**config.mk**
```make
export PLATFORM = sky130hd
export DESIGN_NAME = instruction_fetch
export DESIGN_NICKNAME = d
export VERILOG_FILES = /design/src/rtl/riscv_pkg.sv /design/src/rtl/perf_counter.sv /design/src/rtl/instruction_fetch.sv
export SDC_FILE = /design/constraint.sdc
export NUM_CORES = 1
export LEC_CHECK = 0
export ABC_CLOCK_PERIOD_IN_PS = 2400
export CORE_ASPECT_RATIO = 0.6
export CORE_UTILIZATION = 41
export DETAILED_ROUTE_END_ITERATION = 10
export GPL_TIMING_DRIVEN = 0
export PLACE_DENSITY = 0.76
export SLEW_MARGIN = 20
export SYNTH_ARGS = -nofsm -noshare
export SYNTH_HDL_FRONTEND = slang
export SYNTH_SLANG_ARGS = --single-unit
```
**constraint.sdc**
```tcl
create_clock -name clk -period 2.4 [get_ports clk]
set_input_delay 0.48 -clock clk [delete_from_list [all_inputs] [get_ports clk]]
set_output_delay 0.48 -clock clk [all_outputs]
set_load 0.01 [all_outputs]
```
**src/rtl/riscv_pkg.sv**
```systemverilog
// Shared RISC-V front-end definitions: datapath width, the canonical NOP
// (ADDI x0,x0,0), the PC increment and the fetch FSM state encoding.
package riscv_pkg;
  localparam int          XLEN      = 32;
  localparam logic [31:0] NOP_INSTR = 32'h0000_0013;
  localparam logic [31:0] PC_STEP   = 32'd4;

  typedef enum logic [1:0] {
    FS_REQ,
    FS_WAIT,
    FS_HOLD
  } fetch_state_e;
endpackage

```
**src/rtl/perf_counter.sv**
```systemverilog
// Free-running event counter.
//   clk   : clock
//   reset : synchronous, active-high; clears count
//   en    : count one event this cycle
//   count : current value, wraps at 2^WIDTH
module perf_counter #(
  parameter int WIDTH = 32
) (
  input  logic             clk,
  input  logic             reset,
  input  logic             en,
  output logic [WIDTH-1:0] count
);
  always_ff @(posedge clk) begin
    if (reset)   count <= '0;
    else if (en) count <= count + 1'b1;
  end
endmodule

```
**src/rtl/instruction_fetch.sv**
```systemverilog
// Single-outstanding instruction fetch stage. Owns the PC, issues one word
// request at a time, captures the response into an instruction register and
// hands {instr, instr_pc} to decode on a valid/ready handshake. Redirects
// from execute restart fetch and squash whatever is in flight.
//
// Ports:
//   clk, reset                 : clock, synchronous active-high reset
//   imem_req/addr/gnt          : request channel (held until granted)
//   imem_rvalid/rdata          : response channel (one beat per grant)
//   redirect_valid/redirect_pc : restart fetch at redirect_pc (bits[1:0] dropped)
//   instr_valid/instr/instr_pc : to decode, registered, NOP_INSTR when invalid
//   dec_ready                  : decode consumes when instr_valid & dec_ready
//
// Build option IFETCH_PERF_EN adds perf_fetched (instructions handed to
// decode) and perf_stall (cycles spent in REQ or WAIT).
module instruction_fetch #(
  parameter logic [31:0] RESET_PC  = 32'h0000_0000,
  parameter logic [31:0] NOP_INSTR = riscv_pkg::NOP_INSTR
) (
  input  logic                      clk,
  input  logic                      reset,
  output logic                      imem_req,
  output logic [riscv_pkg::XLEN-1:0] imem_addr,
  input  logic                      imem_gnt,
  input  logic                      imem_rvalid,
  input  logic [riscv_pkg::XLEN-1:0] imem_rdata,
  input  logic                      redirect_valid,
  input  logic [riscv_pkg::XLEN-1:0] redirect_pc,
  output logic                      instr_valid,
  output logic [riscv_pkg::XLEN-1:0] instr,
  output logic [riscv_pkg::XLEN-1:0] instr_pc,
`ifdef IFETCH_PERF_EN
  output logic [31:0]               perf_fetched,
  output logic [31:0]               perf_stall,
`endif
  input  logic                      dec_ready
);
  import riscv_pkg::*;

  fetch_state_e    state;
  logic [XLEN-1:0] pc;
  logic            discard;  // a redirect hit WAIT: drop the next response
  logic [XLEN-1:0] redirect_tgt;

  assign redirect_tgt = redirect_pc & ~32'h3;
  assign imem_addr    = pc;

  always_ff @(posedge clk) begin
    if (reset) begin
      state       <= FS_REQ;
      pc          <= RESET_PC;
      discard     <= 1'b0;
      imem_req    <= 1'b0;
      instr_valid <= 1'b0;
      instr       <= NOP_INSTR;
      instr_pc    <= RESET_PC;
    end else begin
      unique case (state)
        FS_REQ: begin
          // A redirect voids a same-cycle grant; the request stays up and
          // moves to the new address.
          if (redirect_valid) begin
            pc       <= redirect_tgt;
            imem_req <= 1'b1;
          end else if (imem_req && imem_gnt) begin
            state    <= FS_WAIT;
            imem_req <= 1'b0;
          end else begin
            imem_req <= 1'b1;
          end
        end
        FS_WAIT: begin
          if (redirect_valid) pc <= redirect_tgt;
          if (imem_rvalid) begin
            discard <= 1'b0;
            if (discard || redirect_valid) begin
              // Stale word: refetch from the (possibly new) pc.
              state    <= FS_REQ;
              imem_req <= 1'b1;
            end else begin
              instr       <= imem_rdata;
              instr_pc    <= pc;
              pc          <= pc + PC_STEP;
              instr_valid <= 1'b1;
              state       <= FS_HOLD;
            end
          end else if (redirect_valid) begin
            discard <= 1'b1;
          end
        end
        FS_HOLD: begin
          if (redirect_valid || dec_ready) begin
            if (redirect_valid) pc <= redirect_tgt;
            instr_valid <= 1'b0;
            instr       <= NOP_INSTR;
            state       <= FS_REQ;
            imem_req    <= 1'b1;
          end
        end
        default: begin
          state    <= FS_REQ;
          imem_req <= 1'b0;
        end
      endcase
    end
  end

`ifdef IFETCH_PERF_EN
  perf_counter #(.WIDTH(32)) u_perf_fetched (
    .clk   (clk),
    .reset (reset),
    .en    (instr_valid & dec_ready),
    .count (perf_fetched)
  );

  perf_counter #(.WIDTH(32)) u_perf_stall (
    .clk   (clk),
    .reset (reset),
    .en    ((state == FS_REQ) || (state == FS_WAIT)),
    .count (perf_stall)
  );
`endif
endmodule

```
==> results of run 1 <==
worst max-delay path, delay by kind of cell:
| kind | cells | cell delay, ns |
|---|---|---|
| AO/OA/AOI/OAI | 2 | 0.25 |
| AND/OR/NAND/NOR | 3 | 0.85 |
| buffers and inverters | 3 | 0.99 |
area by class of cell:
| cell class | count | area share |
|---|---|---|
| multi-input combinational | 429 | 0.362 |
| sequential | 101 | 0.293 |
| timing repair buffer | 166 | 0.240 |
| clock buffer | 10 | 0.0346 |
| buffer | 44 | 0.0295 |
| tap | 139 | 0.0252 |
| clock inverter | 6 | 0.00905 |
| inverter | 12 | 0.00706 |
worst max path at each step:
stage                              start       endpoint  slack [ns]
after floorplan                 state[0]  imem_addr[31]        0.47
after global placement    redirect_valid  imem_addr[24]       -0.32
after detailed placement  redirect_valid  imem_addr[24]       -0.46
after CTS                       state[0]       instr[7]        0.01
after global routing            state[1]   imem_addr[5]       0.009
final                     redirect_valid  imem_addr[19]        0.09
metrics by stage:
| stage | std cells | worst slack (ns) | TNS (ns) | total power [uW] |
|---|---|---|---|---|
| 2_1_floorplan | 588 | 0.469 | 0 | 2050 |
| 3_3_place_gp | 891 | -0.317 | -12.32 | 2340 |
| 3_5_place_dp | 891 | -0.456 | -18.76 | 2360 |
| 4_1_cts | 907 | 0.0141 | 0 | 3830 |
| 5_1_grt | 907 | 0.00889 | 0 | 3970 |
| 6_report | 907 | 0.0937 | 0 | 3850 |
power groups by stage:
stage	clock (uW)	sequential, uW	combinational, uW
after global routing	1590	1820	564
final	1500	1810	529
after CTS	1510	1810	515
after global placement	0	1840	501
after detailed placement	0	1850	512
after floorplan	0	1850	200
cell families after synthesis:
logic type      Yosys count
buf+inv                  58
fa+ha+maj                 5
mux                      13
flops                   101
compound gates          156
simple gates            255
sequential cells by signal (all words and copies together) (netlist names):
register,cells
discard,1
imem_addr,32
imem_req,1
instr,32
instr_pc,32
instr_valid,1
state,2
routing by layer:
metal | share of wire | vias to the layer above
li1 | - | 2450
met1 | 0.46 | 2493
met2 | 0.41 | 312
met3 | 0.12 | 19
met4 | 0.012 | 0
met5 | 0 | -
timing repair:
item,CTS,global route
setup endpoints to repair,11,63
buffers inserted,0,2
hold buffers,0,0
resized for setup,3,28
layout by cell type (no fill, tap or decap), types with 4 or more instances in the layout:
cell	Yosys	layout
a2111oi_0	5	5
or4_1	4	4
a22oi_1	6	6
clkbuf_2	0	8
clkbuf_4	0	4
clkdlybuf4s50_1	0	164
nand3b_1	30	30
a31oi_1	4	4
nor2_1	42	40
ha_1	5	4
mux2i_1	13	13
nor3_1	9	9
nand2_1	116	116
and3_1	6	6
a211oi_1	6	5
inv_1	12	11
a21o_1	4	4
nand4_1	9	9
a21oi_1	80	80
nand3_1	11	11
clkbuf_1	30	20
buf_2	12	8
and2_1	4	4
dfxtp_1	101	101
o22ai_1	9	9
clkbuf_16	0	9
o21ai_1	9	8
o21ai_0	8	8
==> metrics.cfg, run 1 <==
[outcome]
outcome=complete, no violations

[setup_path]
cp.required_ns=2.68
worstPathCellList=clkdlybuf4s50_1 > buf_2 > nor4bb_1 > buf_4 > nand2_1 > nor3_1 > a31oi_1 > a21oi_1
slowest_delay_ns=0.50
worstPathMaxFanout=10
critPathArrivalTime_ns=2.58
crit_type=in2reg
r2r_slack_ns=0.10
reg2reg_depth=7
cp-end-kind=register
r2r_end=imem_addr[24]
start_kind=primary input
cp_slowest_cell=clkdlybuf4s50_1
timing.rr.start=state[0]

[sta]
worst_clock_skew_ns=0.00379
hold_viol_final=0
slew_headroom=0.516
post-route-min-period_ns=2.31
tightest_slew_ns=0.726
min_period_over_period=0.961
holdWs_ns=0.454
rsz0062_at_grt=false
max_freq_mhz=434
setup_viol=0
maxSlewViolCount=0

[placement]
io_buffer_count=164
hpwl_mm=12.7
gp_congestion=0.911
place_area_mm2=0.00653

[power_and_ir_drop]
clkPwrFrac=0.391
power.internal_uw=2850
seqPwrFrac=0.472
combPwrFrac=0.138
sw_frac_of_total=0.260
powerDensity_mw_per_mm2=556
ir_drop_v=0.000403
net-switching-power_uw=999
power_leakage_uw=0.00245

[synth]
synth_ff_type=dfxtp_1
synth_most_common_cell=nand2_1
syn_nets=663
synthTopCellsByArea=dfxtp_1 (43%), nand2_1 (9.2%), a21oi_1 (8.5%), nand3b_1 (4.8%), nor2_1 (3.3%)
synthAdderAreaFrac=0.0133
synth-simple-area-share=0.273
synth.distinct_cells=58
synth-seq-cells=101
synth_top_cell_area_share=0.429
async_flop_share=0
yosys-top-cells-count=nand2_1 (116), dfxtp_1 (101), a21oi_1 (80)
synth_warnings=0
synth_enable_flop_cells=0
ys_seq_area_frac=0.429
syn_area_mm2=0.00472
synth_top_family_by_area=simple AND/OR/NAND/NOR gates
synth_compound_area_frac=0.208
syn_inst=588
syn_avg_cell_area_um2=8.02
synthXorXnorAreaFrac=0
synth_mux_area_frac=0.0276
yosysTopAreaCell=dfxtp_1

[clock_network]
h-tree-depth=3
cts_root_buf=clkbuf_16
worstSkewPairLatency_ns=0.35
clk_pin_slew_ns=0.07
cts_sinks=101
cts_buffers=9
tritoncts=built
max-clock-path-buffers=2

[global_route]
grt_remaining_overflow=0
antenna_found_initial=0
grt_first_pass_wirelength_mm=26.4
grt_use_met2=0.400
grt_pass1_vias=4960
grt_usage=0.288
busiest_layer=met1
met3_usage=0.112
use_met1=0.411
grt_max_degree=17

[cells_and_area]
fin_area_mm2=0.00691
final_util=0.635
area_growth_pct=46.5
drive_gt1_frac=0.0768
multi_input_area_mm2=0.00250
regArea_mm2=0.00202
nets=838
n_antenna_cell=0
final.fill_count=926

[detailed_routing]
vias_per_cell=5.81
firstDrtPassIters=5
drt-initial-drc-count=561
ant_nets=0
via_count=5274
drcViolationCount=0
wl_per_cell_um=19.0
drt_wl_total_mm=17.2

[min_path]
hold_path.class=reg2reg
hold_depth=2
hold_path_end=instr[15]
holdCritStartpoint=instr[15]

[die]
die_y_um=85.1
rows=29
coreArea_mm2=0.0109
die_w_um=140
start_util=0.433
dieArea_mm2=0.0120
io_pins=168

[flow_run]
cap_violations=0

Power figures use the tool's default switching activity.
==> run 2, diff against run 1 <==
--- a/config.mk
+++ b/config.mk
@@ -9,6 +9,7 @@
 export CORE_ASPECT_RATIO = 0.6
 export CORE_UTILIZATION = 41
 export DETAILED_ROUTE_END_ITERATION = 10
+export GPL_ROUTABILITY_DRIVEN = 0
 export GPL_TIMING_DRIVEN = 0
 export PLACE_DENSITY = 0.76
 export SLEW_MARGIN = 20
==> constraint.sdc (replaced) <==
create_clock -name clk -period 2.4 [get_ports clk]
set_input_delay 0.24 -clock clk [delete_from_list [all_inputs] [get_ports clk]]
set_output_delay 0.24 -clock clk [all_outputs]
set_load 0.01 [all_outputs]
==> metrics.cfg, run 2 (same netlist as run 1, synthesis figures left out) <==
[outcome]
outcome=finished with violations
violations=negative setup slack

[die]
rows=29  ; unchanged
die_w_um=140  ; unchanged
coreArea_mm2=0.0109  ; unchanged
dieArea_mm2=0.0120  ; unchanged
die_y_um=85.1  ; unchanged
start_util=0.433  ; unchanged
io_pins=168  ; unchanged

[sta]
setup_viol=2  ; +2
max_freq_mhz=413  ; -4.8%
worst_clock_skew_ns=0.00813  ; +0.00434 ns
slew_headroom=0.507  ; -0.00885
post-route-min-period_ns=2.42  ; +0.116 ns
hold_viol_final=0  ; unchanged
tightest_slew_ns=0.739  ; +0.0133 ns
maxSlewViolCount=0  ; unchanged
min_period_over_period=1.01  ; +0.0484
timing.setup.tns_ns=-0.0255  ; -0.0255 ns
rsz0062_at_grt=true
setup_ws_ns=-0.0224  ; -0.116 ns

[clock_network]
postCtsSetupBuffers=0  ; unchanged
cts_root_buf=clkbuf_16
worstSkewPairLatency_ns=0.35  ; about the same
cts_buffers=9  ; unchanged
cts_hold_buf=0  ; unchanged
tritoncts=built
max-clock-path-buffers=2  ; unchanged
clk_pin_slew_ns=0.07  ; about the same
h-tree-depth=3  ; unchanged
cts_sinks=101  ; unchanged

[detailed_routing]
via_count=5311  ; +0.70%
drt-initial-drc-count=611  ; +8.9%
firstDrtPassIters=7  ; +2
wl_per_cell_um=19.3  ; +1.6%
ant_nets=0  ; unchanged
drt_wl_total_mm=17.5  ; +1.5%
vias_per_cell=5.86  ; +0.81%
drcViolationCount=0  ; unchanged

[global_route]
grt_first_pass_wirelength_mm=26.9  ; +1.8%
antenna_found_initial=0  ; unchanged
grt_pass1_vias=4902  ; -1.2%
busiest_layer=met1
use_met1=0.423  ; +0.0116
grt_use_met2=0.417  ; +0.0173
grt_max_degree=17  ; unchanged
met3_usage=0.0880  ; -0.0237
grt_remaining_overflow=0  ; unchanged
grt_usage=0.292  ; +0.00377

[power_and_ir_drop]
powerDensity_mw_per_mm2=591  ; +6.2%
ir_drop_v=0.000402  ; -0.21%
power_leakage_uw=0.00246  ; +0.44%

[placement]
place_area_mm2=0.00653  ; unchanged
io_buffer_count=164  ; unchanged
place_ws_ns=-0.158  ; +0.298 ns
hpwl_mm=12.9  ; +1.7%

[setup_path]
cp.required_ns=2.60  ; -0.08 ns
slowest_delay_ns=0.50  ; about the same
cp_slowest_cell=nor2_1
cp-end-kind=register
critPathArrivalTime_ns=2.63  ; +0.05 ns
crit_type=reg2reg
worstPathCellList=inv_1 > ha_1 > nor3b_4 > or2_1 > buf_2 > nor2_1 > a2bb2oi_1 > o22ai_1
start_kind=register
worstPathMaxFanout=9  ; -1
r2r_slack_ns=-0.02  ; -0.12 ns

[flow_run]
cap_violations=0  ; unchanged

[cells_and_area]
mostFrequentLayoutCell=clkdlybuf4s50_1
area_growth_pct=46.5  ; about the same
layout_common_cells=clkdlybuf4s50_1 (164), nand2_1 (116), dfxtp_1 (101)
drive_gt1_frac=0.0639  ; -0.0129
final_util=0.635  ; about the same
nets=837  ; -0.12%
n_antenna_cell=0  ; unchanged
fin_area_mm2=0.00691  ; about the same

[min_path]
hold_path.class=reg2reg

[run 2: what timing repair did]
action / CTS / global route
pin swaps: 0 / 0
setup endpoints to repair: 12 / 54
gates resized for setup: 4 / 9
hold endpoints to repair: 0 / 0
[run 2: critical path: cells and delay by family (launching register included)]
family                     cells  cell delay [ns]
AOI/OAI and AO/OA              2             0.33
adders and majority gates      1             0.31
buffers and inverters          2             0.29
DFF                            1             0.39
and+or+nand+nor                3             0.94
[run 2: report_power, final]
group / switching [uW] / leakage, uW / total [uW] / internal [uW]
Sequential: 82.9 / 0.000821 / 1810 / 1730
Clock: 667 / 0.000172 / 1750 / 1080
Combinational: 250 / 0.00146 / 526 / 276
[run 2: layout make-up]
cell class                      count  area, um^2
Buffer                             45         191
Sequential cell                   101        2020
Timing Repair Buffer              164        1640
Multi-Input combinational cell    429        2480
Clock buffer                       11         253
Inverter                           12        45.0
Fill cell                         927        3970
Clock inverter                      5         106
Tap cell                          139         174
[run 2: stage by stage]
stage          total power [uW]  instances  hold WS (ns)
2_1_floorplan              2050        588         0.336
3_3_place_gp               2340        891         0.438
3_5_place_dp               2360        891         0.445
4_1_cts                    4070        907         0.455
5_1_grt                    4190        906         0.470
6_report                   4090        906         0.453
[run 2: final timing paths]
path                      from            to  depth (start not counted)
hold / removal    instr_pc[31]  instr_pc[31]                          2
setup reg to reg      state[0]  imem_addr[9]                          8
setup / recovery      state[0]  imem_addr[9]                          8
hold reg to reg   instr_pc[31]  instr_pc[31]                          2
[run 2: per-layer routing]
layer,part of all wire,up-vias
li1,-,2449
met2,0.41,345
met1,0.45,2479
met4,0.017,0
met3,0.12,38
met5,0,-
==> run 3, diff against run 2 <==
--- a/config.mk
+++ b/config.mk
@@ -5,12 +5,12 @@
 export SDC_FILE = /design/constraint.sdc
 export NUM_CORES = 1
 export LEC_CHECK = 0
-export ABC_CLOCK_PERIOD_IN_PS = 2400
 export CORE_ASPECT_RATIO = 0.6
 export CORE_UTILIZATION = 41
 export DETAILED_ROUTE_END_ITERATION = 10
 export GPL_ROUTABILITY_DRIVEN = 0
 export GPL_TIMING_DRIVEN = 0
+export MAX_ROUTING_LAYER = met4
 export PLACE_DENSITY = 0.76
 export SLEW_MARGIN = 20
 export SYNTH_ARGS = -nofsm -noshare
==> metrics.cfg, run 3 (same netlist as run 1, synthesis figures left out) <==
[outcome]
outcome=complete, no violations

[clock_network]
cts_sinks=101  ; unchanged
cts_buffers=9  ; unchanged
clk_pin_slew_ns=0.07  ; about the same
tritoncts=built
worstSkewPairLatency_ns=0.35  ; about the same
max-clock-path-buffers=2  ; unchanged
cts_hold_buf=0  ; unchanged
cts_root_buf=clkbuf_16
h-tree-depth=3  ; unchanged

[setup_path]
crit_type=reg2reg
worstPathMaxFanout=9  ; unchanged
cp-end-kind=register
critPathArrivalTime_ns=2.52  ; -0.11 ns
cp_slowest_cell=nor2_1
worstPathCellList=inv_1 > ha_2 > nor3b_4 > or2_1 > buf_2 > nor2_1 > a2bb2oi_1 > o22ai_1
path_delay_family=simple AND/OR/NAND/NOR gates
cp.buffers_inverters=2  ; unchanged
cp.required_ns=2.61  ; about the same
start_kind=register
slowest_delay_ns=0.49  ; about the same

[cells_and_area]
final.fill_count=922  ; -0.54%
layout_common_cells=clkdlybuf4s50_1 (164), nand2_1 (116), dfxtp_1 (101)
drive_gt1_frac=0.0676  ; +0.00374
n_antenna_cell=0  ; unchanged
regArea_mm2=0.00202  ; unchanged
final_util=0.638  ; +0.00299
area_growth_pct=47.2
multi_input_area_mm2=0.00250  ; +0.66%
nets=839  ; +0.24%
fin_area_mm2=0.00695  ; +0.47%
mostFrequentLayoutCell=clkdlybuf4s50_1

[detailed_routing]
via_count=5353  ; +0.79%
drt_wl_total_mm=17.4  ; -0.26%
drt-initial-drc-count=536  ; -12%
wl_per_cell_um=19.2  ; -0.48%
drcViolationCount=0  ; unchanged
ant_nets=0  ; unchanged
vias_per_cell=5.90  ; +0.57%
firstDrtPassIters=5  ; -2

[die]
dieArea_mm2=0.0120  ; unchanged
rows=29  ; unchanged
start_util=0.433  ; unchanged
die_y_um=85.1  ; unchanged
die_w_um=140  ; unchanged
coreArea_mm2=0.0109  ; unchanged
io_pins=168  ; unchanged

[placement]
io_buffer_count=164  ; unchanged
place_area_mm2=0.00653  ; unchanged
hpwl_mm=12.9  ; unchanged
place_ws_ns=-0.158  ; unchanged

[sta]
max_freq_mhz=432  ; +4.7%
setup_ws_ns=0.0857  ; +0.108 ns
holdWs_ns=0.451  ; -0.00141 ns
hold_viol_final=0  ; unchanged
rsz0062_at_grt=true
setup_viol=0  ; -2
worst_clock_skew_ns=0.00884  ; +0.000703 ns
slew_headroom=0.517  ; +0.0100
post-route-min-period_ns=2.31  ; -0.108 ns
maxSlewViolCount=0  ; unchanged
tightest_slew_ns=0.724  ; -0.0151 ns
min_period_over_period=0.964  ; -0.0450

[global_route]
grt_max_degree=17  ; unchanged
grt_remaining_overflow=0  ; unchanged
grt_pass1_vias=4911  ; +0.18%
antenna_found_initial=0  ; unchanged
grt_first_pass_wirelength_mm=26.9  ; about the same
grt_usage=0.301  ; +0.00921

[power_and_ir_drop]
power_leakage_uw=0.00246  ; +0.35%
powerDensity_mw_per_mm2=588  ; -0.53%
p_total_uw=4080  ; about the same
ir_drop_v=0.000408  ; +1.4%

[min_path]
hold_path.class=reg2reg

[flow_run]
cap_violations=0  ; unchanged

-- run 3: worst paths after layout --
| path | slack, ns | endpoint | cells after the start | from |
|---|---|---|---|---|
| hold / removal | 0.45 | instr[22] | 2 | instr[22] |
| hold reg to reg | 0.45 | instr[22] | 2 | instr[22] |
| setup reg to reg | 0.09 | imem_addr[9] | 8 | state[0] |
| setup / recovery | 0.09 | imem_addr[9] | 8 | state[0] |
-- run 3: metrics by stage --
stage               cells  setup TNS (ns)
floorplan             588               0
global placement      891          -0.263
detailed placement    891           -1.17
CTS                   907               0
global route          908         -0.0105
finish                908               0
-- run 3: worst register-to-register path: stages, from the launching register on --
cell and delay, ns:
dfxtp_1 0.39, inv_1 0.09, ha_2 0.25, nor3b_4 0.20, or2_1 0.22, buf_2 0.21
nor2_1 0.49, a2bb2oi_1 0.23, o22ai_1 0.09
-- run 3: report_power, final --
part	internal [uW]	switching, uW
Clock	1080	665
Combinational	276	249
Sequential	1730	83.6
-- run 3: layout make-up --
type	count	share of cell area
Buffer	44	0.0267
Clock buffer	11	0.0364
Clock inverter	5	0.0153
Inverter	12	0.00648
Multi-Input combinational cell	429	0.360
Sequential cell	101	0.291
Tap cell	139	0.0250
Timing Repair Buffer	167	0.240
-- run 3: repair_timing --
item	4_1_cts	5_1_grt
resized for setup	4	8
setup buffers	0	3
endpoints found under the hold margin	0	0
pin swaps	0	1
setup endpoints to repair	12	54
-- run 3: metal layers --
metal | vias up | part of all wire | global-route usage
met3 | 45 | 0.12 | 0.0773
met1 | 2516 | 0.45 | 0.430
met5 | - | 0 | -
met2 | 338 | 0.41 | 0.413
met4 | 0 | 0.020 | 0.0879
li1 | 2454 | - | -
